--- src/rtl/indicator_arbiter.sv ---
// Three-way owner arbitration of the LED indicator bank: alarm blink over timer chase over mood pass-through.
// All outputs are registered; LED lags OWNER by one clock.
module indicator_arbiter #(
  parameter int unsigned BLINK_TICKS   = 5,
  parameter int unsigned ALARM_TIMEOUT = 600,
  parameter int unsigned TMR_TICKS     = 30
) (
  input  logic       CLK,
  input  logic       RSTN,
  input  logic       TICK,
  input  logic       EN,
  input  logic [2:0] MOOD_LED,
  input  logic       ALARM_REQ,
  input  logic       ALARM_ACK,
  input  logic       TMR_REQ,
  output logic [2:0] LED,
  output logic [1:0] OWNER,
  output logic       ALARM_ACTIVE
);

  typedef enum logic [1:0] {
    S_IDLE  = 2'd0,
    S_TIMER = 2'd1,
    S_ALARM = 2'd2
  } state_t;

  localparam logic [15:0] BLINK_LAST = 16'(BLINK_TICKS - 1);
  localparam logic [15:0] TO_LIMIT   = 16'(ALARM_TIMEOUT);
  localparam logic [15:0] TMR_LIMIT  = 16'(TMR_TICKS);

  state_t      state_q, state_d;
  logic [2:0]  led_q, led_d;
  logic        alarm_active_q, alarm_active_d;
  logic        tmr_pending_q, tmr_pending_d;
  logic        alarm_hist_q, alarm_hist_d;
  logic [15:0] blink_cnt_q, blink_cnt_d;
  logic        blink_on_q, blink_on_d;
  logic [15:0] to_cnt_q, to_cnt_d;
  logic [15:0] tmr_cnt_q, tmr_cnt_d;
  logic [1:0]  chase_idx_q, chase_idx_d;

  logic        alarm_edge;
  logic        pend_any;
  logic        alarm_exit;

  always_comb begin
    state_d        = state_q;
    tmr_pending_d  = tmr_pending_q;
    alarm_hist_d   = ALARM_REQ;
    blink_cnt_d    = blink_cnt_q;
    blink_on_d     = blink_on_q;
    to_cnt_d       = to_cnt_q;
    tmr_cnt_d      = tmr_cnt_q;
    chase_idx_d    = chase_idx_q;
    alarm_edge     = ALARM_REQ & ~alarm_hist_q;
    pend_any       = tmr_pending_q | TMR_REQ;
    alarm_exit     = ALARM_ACK | (TICK && (to_cnt_q + 16'd1 == TO_LIMIT));

    unique case (state_q)
      S_IDLE: begin
        if (alarm_edge) begin
          state_d       = S_ALARM;
          blink_on_d    = 1'b1;
          blink_cnt_d   = '0;
          to_cnt_d      = '0;
          tmr_pending_d = pend_any;
        end else if (pend_any) begin
          state_d       = S_TIMER;
          chase_idx_d   = '0;
          tmr_cnt_d     = '0;
          tmr_pending_d = 1'b0;
        end
      end
      S_TIMER: begin
        if (alarm_edge) begin
          // preempted chase is re-run from the start once the alarm releases
          state_d       = S_ALARM;
          blink_on_d    = 1'b1;
          blink_cnt_d   = '0;
          to_cnt_d      = '0;
          tmr_pending_d = 1'b1;
        end else if (TMR_REQ) begin
          chase_idx_d = '0;
          tmr_cnt_d   = '0;
        end else if (TICK) begin
          if (tmr_cnt_q + 16'd1 == TMR_LIMIT) begin
            state_d = S_IDLE;
          end else begin
            tmr_cnt_d   = tmr_cnt_q + 16'd1;
            chase_idx_d = (chase_idx_q == 2'd2) ? 2'd0 : chase_idx_q + 2'd1;
          end
        end
      end
      S_ALARM: begin
        if (alarm_exit) begin
          tmr_pending_d = 1'b0;
          if (pend_any) begin
            state_d     = S_TIMER;
            chase_idx_d = '0;
            tmr_cnt_d   = '0;
          end else begin
            state_d = S_IDLE;
          end
        end else begin
          tmr_pending_d = pend_any;
          if (TICK) begin
            to_cnt_d = to_cnt_q + 16'd1;
            if (blink_cnt_q == BLINK_LAST) begin
              blink_cnt_d = '0;
              blink_on_d  = ~blink_on_q;
            end else begin
              blink_cnt_d = blink_cnt_q + 16'd1;
            end
          end
        end
      end
      default: state_d = S_IDLE;
    endcase
  end

  // LED pattern follows the registered owner, giving the extra pipeline stage to the pin
  always_comb begin
    led_d = '0;
    unique case (state_q)
      S_IDLE:  led_d = EN ? MOOD_LED : 3'b000;
      S_TIMER: begin
        unique case (chase_idx_q)
          2'd0:    led_d = 3'b001;
          2'd1:    led_d = 3'b010;
          default: led_d = 3'b100;
        endcase
      end
      S_ALARM: led_d = blink_on_q ? 3'b111 : 3'b000;
      default: led_d = '0;
    endcase
    alarm_active_d = (state_d == S_ALARM);
  end

  always_ff @(posedge CLK or negedge RSTN) begin
    if (!RSTN) begin
      state_q        <= S_IDLE;
      led_q          <= '0;
      alarm_active_q <= 1'b0;
      tmr_pending_q  <= 1'b0;
      alarm_hist_q   <= 1'b0;
      blink_cnt_q    <= '0;
      blink_on_q     <= 1'b0;
      to_cnt_q       <= '0;
      tmr_cnt_q      <= '0;
      chase_idx_q    <= '0;
    end else begin
      state_q        <= state_d;
      led_q          <= led_d;
      alarm_active_q <= alarm_active_d;
      tmr_pending_q  <= tmr_pending_d;
      alarm_hist_q   <= alarm_hist_d;
      blink_cnt_q    <= blink_cnt_d;
      blink_on_q     <= blink_on_d;
      to_cnt_q       <= to_cnt_d;
      tmr_cnt_q      <= tmr_cnt_d;
      chase_idx_q    <= chase_idx_d;
    end
  end

  assign LED          = led_q;
  assign OWNER        = state_q;
  assign ALARM_ACTIVE = alarm_active_q;

endmodule

--- config.mk ---
export PLATFORM = sky130hd
export DESIGN_NAME = indicator_arbiter
export DESIGN_NICKNAME = d
export VERILOG_FILES = /design/src/rtl/indicator_arbiter.sv
export SDC_FILE = /design/constraint.sdc
export NUM_CORES = 1
export LEC_CHECK = 0
export BUFFER_PORTS_ARGS = -buffer_cell sky130_fd_sc_hd__buf_2
export CORE_MARGIN = 1
export CORE_UTILIZATION = 60
export DETAILED_ROUTE_END_ITERATION = 16
export GPL_ROUTABILITY_DRIVEN = 0
export GPL_TIMING_DRIVEN = 0
export PLACE_DENSITY_LB_ADDON = 0.3
export RECOVER_POWER = 50
export SETUP_SLACK_MARGIN = 0.5
export SLEW_MARGIN = 20
export SYNTH_ARGS = -nofsm -noshare
export SYNTH_HDL_FRONTEND = slang
export SYNTH_SLANG_ARGS = --single-unit
--- constraint.sdc ---
create_clock -name CLK -period 2.9 [get_ports CLK]
set_input_delay 0.29 -clock CLK [delete_from_list [all_inputs] [get_ports CLK]]
set_output_delay 0.29 -clock CLK [all_outputs]
set_load 0.005 [all_outputs]
==> results.md <==
* Outcome: finished with violations
* Failing checks: max-capacitance violations, max-slew violations
* Antenna violations before repair at 0
* Clk_lat worst skew at 0.37 ns
* Hold Vio Cnt, Final at 0
* CTS tree: yes
* Seq/Total Area, Yosys at 39.2%
* Crit share post-route at 97.2%
* WP buf/inv at 2
* Crit-path leading delay family: simple AND/OR/NAND/NOR gates
* CP Cell Sequence: ha_4, and4_1, buf_6, nand4_1, xor2_1, nand2_1, o31a_1, buf_4, nand4_1, or4_1, nand3_1
* FP Rows at 28
* Crit path largest cell delay at 0.46 ns
* Synth Cell Area at 0.00377 mm^2
* Worst IR Drop VDD at 0.543 mV
* Kind of critical path: register to register
* Worst Clk Skew at 0.0227 ns
* RSZ-0062 raised after global routing: yes
* Crit start category: register
* Hold Crit Start: ALARM_REQ
* CP arrival at 3.11 ns
* Placed cells at 527
* Max Buffers Root-to-Sink at 2
* Layout cells sized above 1 at 40.0%
* Drt total wl at 14.4 mm
* Post-detail-place hpwl at 6.03 mm
* Post-synth top area cell: dfrtp_1
* Netlist cell types at 58
* Die H at 81.3 um
* EDFF count, synth at 0
* Non-Filler Instances at 605
* Via count at 4507
* Largest family of logic cells by synthesized area: simple AND/OR/NAND/NOR gates
* Post-Synth Adder-Cell Area at 3.65%
* Global route overflow at 0
* Power per cell area at 578 mW/mm^2
* Most frequent CP cell: nand4_1
* Antenna cell count at 0
* Cell area after layout at 0.00536 mm^2
* Drt via density at 7.45
* Core Area at 0.00599 mm^2
* Syn_area_per_cell at 8.63 um^2
* Die W at 81.3 um
* Total CTS buffers at 9
* Port Buffer Count at 15
* Ys async rst share at 100%
* IO Pins at 16
* Post-cts hold buffer count at 0
* Nets at 546
* CP endpoint kind: register
* # H-tree levels at 3
* Total of max-cap violations at 1
* Critical path depth in cells at 11
* Root buf cell: clkbuf_8
* FF+latch area at 0.00150 mm^2
* Final slew viol count at 59
* Max transition margin at -0.181%
* Multi-input logic area at 0.00268 mm^2
* Fin crit period at 2.82 ns
* CP max FO at 6
* Slowest-stage cell, CP: dfrtp_2
* Die ar. at 0.00660 mm^2
* Worst Reg2Reg Path Length in Cells at 11
* Worst Path Required at 3.19 ns
* Hold depth at 1
* Fillers at 235
* Drt first pass iters at 5
* Top cell type's share of synthesized area at 39.2%
* Post-DP Area at 0.00402 mm^2
* Overall Global Routing Usage at 33.8%
* Xor/xnor share of the synthesized area at 2.32%
* Clk sinks at 59
* Worst-Margin Slew at 1.50 ns
* Post-route DRC at 0
* Post-synthesis compound-gate area fraction at 22.7%
* Reg-to-reg slack, setup at 0.08 ns
* Post-Synth Simple-Gate Area at 27.1%
* Number of global-route vias before repair at 3612
* Synth Instances at 437
* YS warnings at 0
* Syn Nets at 458
* Post-synth top cells: dfrtp_1, o21ai_0, nand2_1
* # setup viols final at 0
* Effective utilization at floorplan at 62.9%
* Pin count of the biggest net entering global routing at 60
* Fmax at 355 MHz
* ANT nets after route at 0
* Synth top area cells: dfrtp_1, o21ai_0, o31ai_1
* Worst Setup SP: tmr_cnt_q[1]$_DFFE_PN0P_
* Main flop type after synthesis: dfrtp_1
* RR Startpoint: tmr_cnt_q[1]$_DFFE_PN0P_
* Area delta synth->final at 42.3%
* Leakage at 2.28 nW
* Proportion of synthesized area in mux cells at 0.830%
* First DRT Iteration DRCs at 607
* Wire per inst at 23.9 um
* First-pass GRT wire length at 17.1 mm
* Seq cells post-synth at 59
* Most frequent cell after synthesis: dfrtp_1
* CTS clk-pin slew, worst paths at 0.07 ns
* Hold WC Path Type: input pin to register
==> report_power, final <==
group	switching (mW)	leakage (nW)	internal, mW
Sequential	0.0875	0.783	0.892
Combinational	0.843	1.41	0.588
Clock	0.357	0.0872	0.330
==> registers in the layout (all words and copies together) (netlist names) <==
| register | flops |
|---|---|
| blink_cnt_q | 16 |
| tmr_cnt_q | 16 |
| to_cnt_q | 16 |
| LED | 3 |
| OWNER | 2 |
| chase_idx_q | 2 |
| ALARM_ACTIVE | 1 |
| alarm_hist_q | 1 |
| blink_on_q | 1 |
| tmr_pending_q | 1 |
==> area by class of cell <==
cell class / count / area share, %
multi-input cells: 341 / 49.9
flip-flops and latches: 59 / 27.9
repair buffers: 76 / 12.3
plain buffers: 25 / 4.25
clock buffers: 13 / 2.78
well taps: 75 / 1.75
inverters: 13 / 0.910
clock inverters: 3 / 0.280
==> worst paths after layout <==
kind | endpoint
min in group asynchronous | blink_cnt_q[15]$_DFFE_PN0P_
max | tmr_cnt_q[4]$_DFFE_PN0P_
min | alarm_hist_q$_DFF_PN0_
min reg2reg | tmr_cnt_q[15]$_DFFE_PN0P_
max in group asynchronous | to_cnt_q[4]$_DFFE_PN0P_
max reg2reg | tmr_cnt_q[4]$_DFFE_PN0P_
==> layout by cell type, fill, tap and decap left out, types with 7 or more instances in the layout <==
master	n
o31ai_2	11
nand3_1	23
o21ai_0	23
ha_1	8
dfrtp_2	15
dfrtp_1	44
nand4_1	16
nor2_1	28
o21ai_1	9
nand2_2	7
nand2_1	33
buf_4	43
buf_6	19
o21ai_2	12
buf_2	14
o31ai_1	10
clkbuf_1	11
inv_1	12
a21oi_1	16
a21oi_2	8
clkbuf_8	10
==> layer usage <==
metal  global-route usage [%]  vias up  routed length [um]
met1                     45.1     2097                5150
met4                     13.6        0                1080
met5                        0        -                   0
met3                     7.30      146                1590
li1                         -     1826                   -
met2                     53.2      438                6630
==> cells by family (layout without fill, tap and decap cells) <==
logic type	count (synthesis)	count (layout)
and+or+nand+nor	183	184
buffers and inverters	38	130
adders and majority gates	11	11
DFF	59	59
AOI/OAI and AO/OA	133	133
xor gates and xnor gates	10	10
muxes	3	3
==> through the flow <==
stage                     hold WS (ns)  utilization, %  total power [mW]  worst slack [ns]  TNS (ns)
final                           0.0596            89.5              3.10            0.0810         0
after global routing            0.0550            89.5              3.22            -0.229     -8.48
after CTS                       0.0417            78.1              2.64             0.308         0
after detailed placement         0.400            67.0              1.77           -0.0925    -0.165
after global placement           0.415            67.0              1.73            0.0384         0
after floorplan               -0.00559               -              1.51             0.475         0
==> repair_timing <==
item / 4_1_cts / 5_1_grt
gates resized for setup: 67 / 119
setup buffers: 34 / 22
gates cloned: 2 / 4
setup endpoints to repair: 53 / 55
pin swaps: 28 / 51
Note: power is estimated with default switching activity, not from simulation.
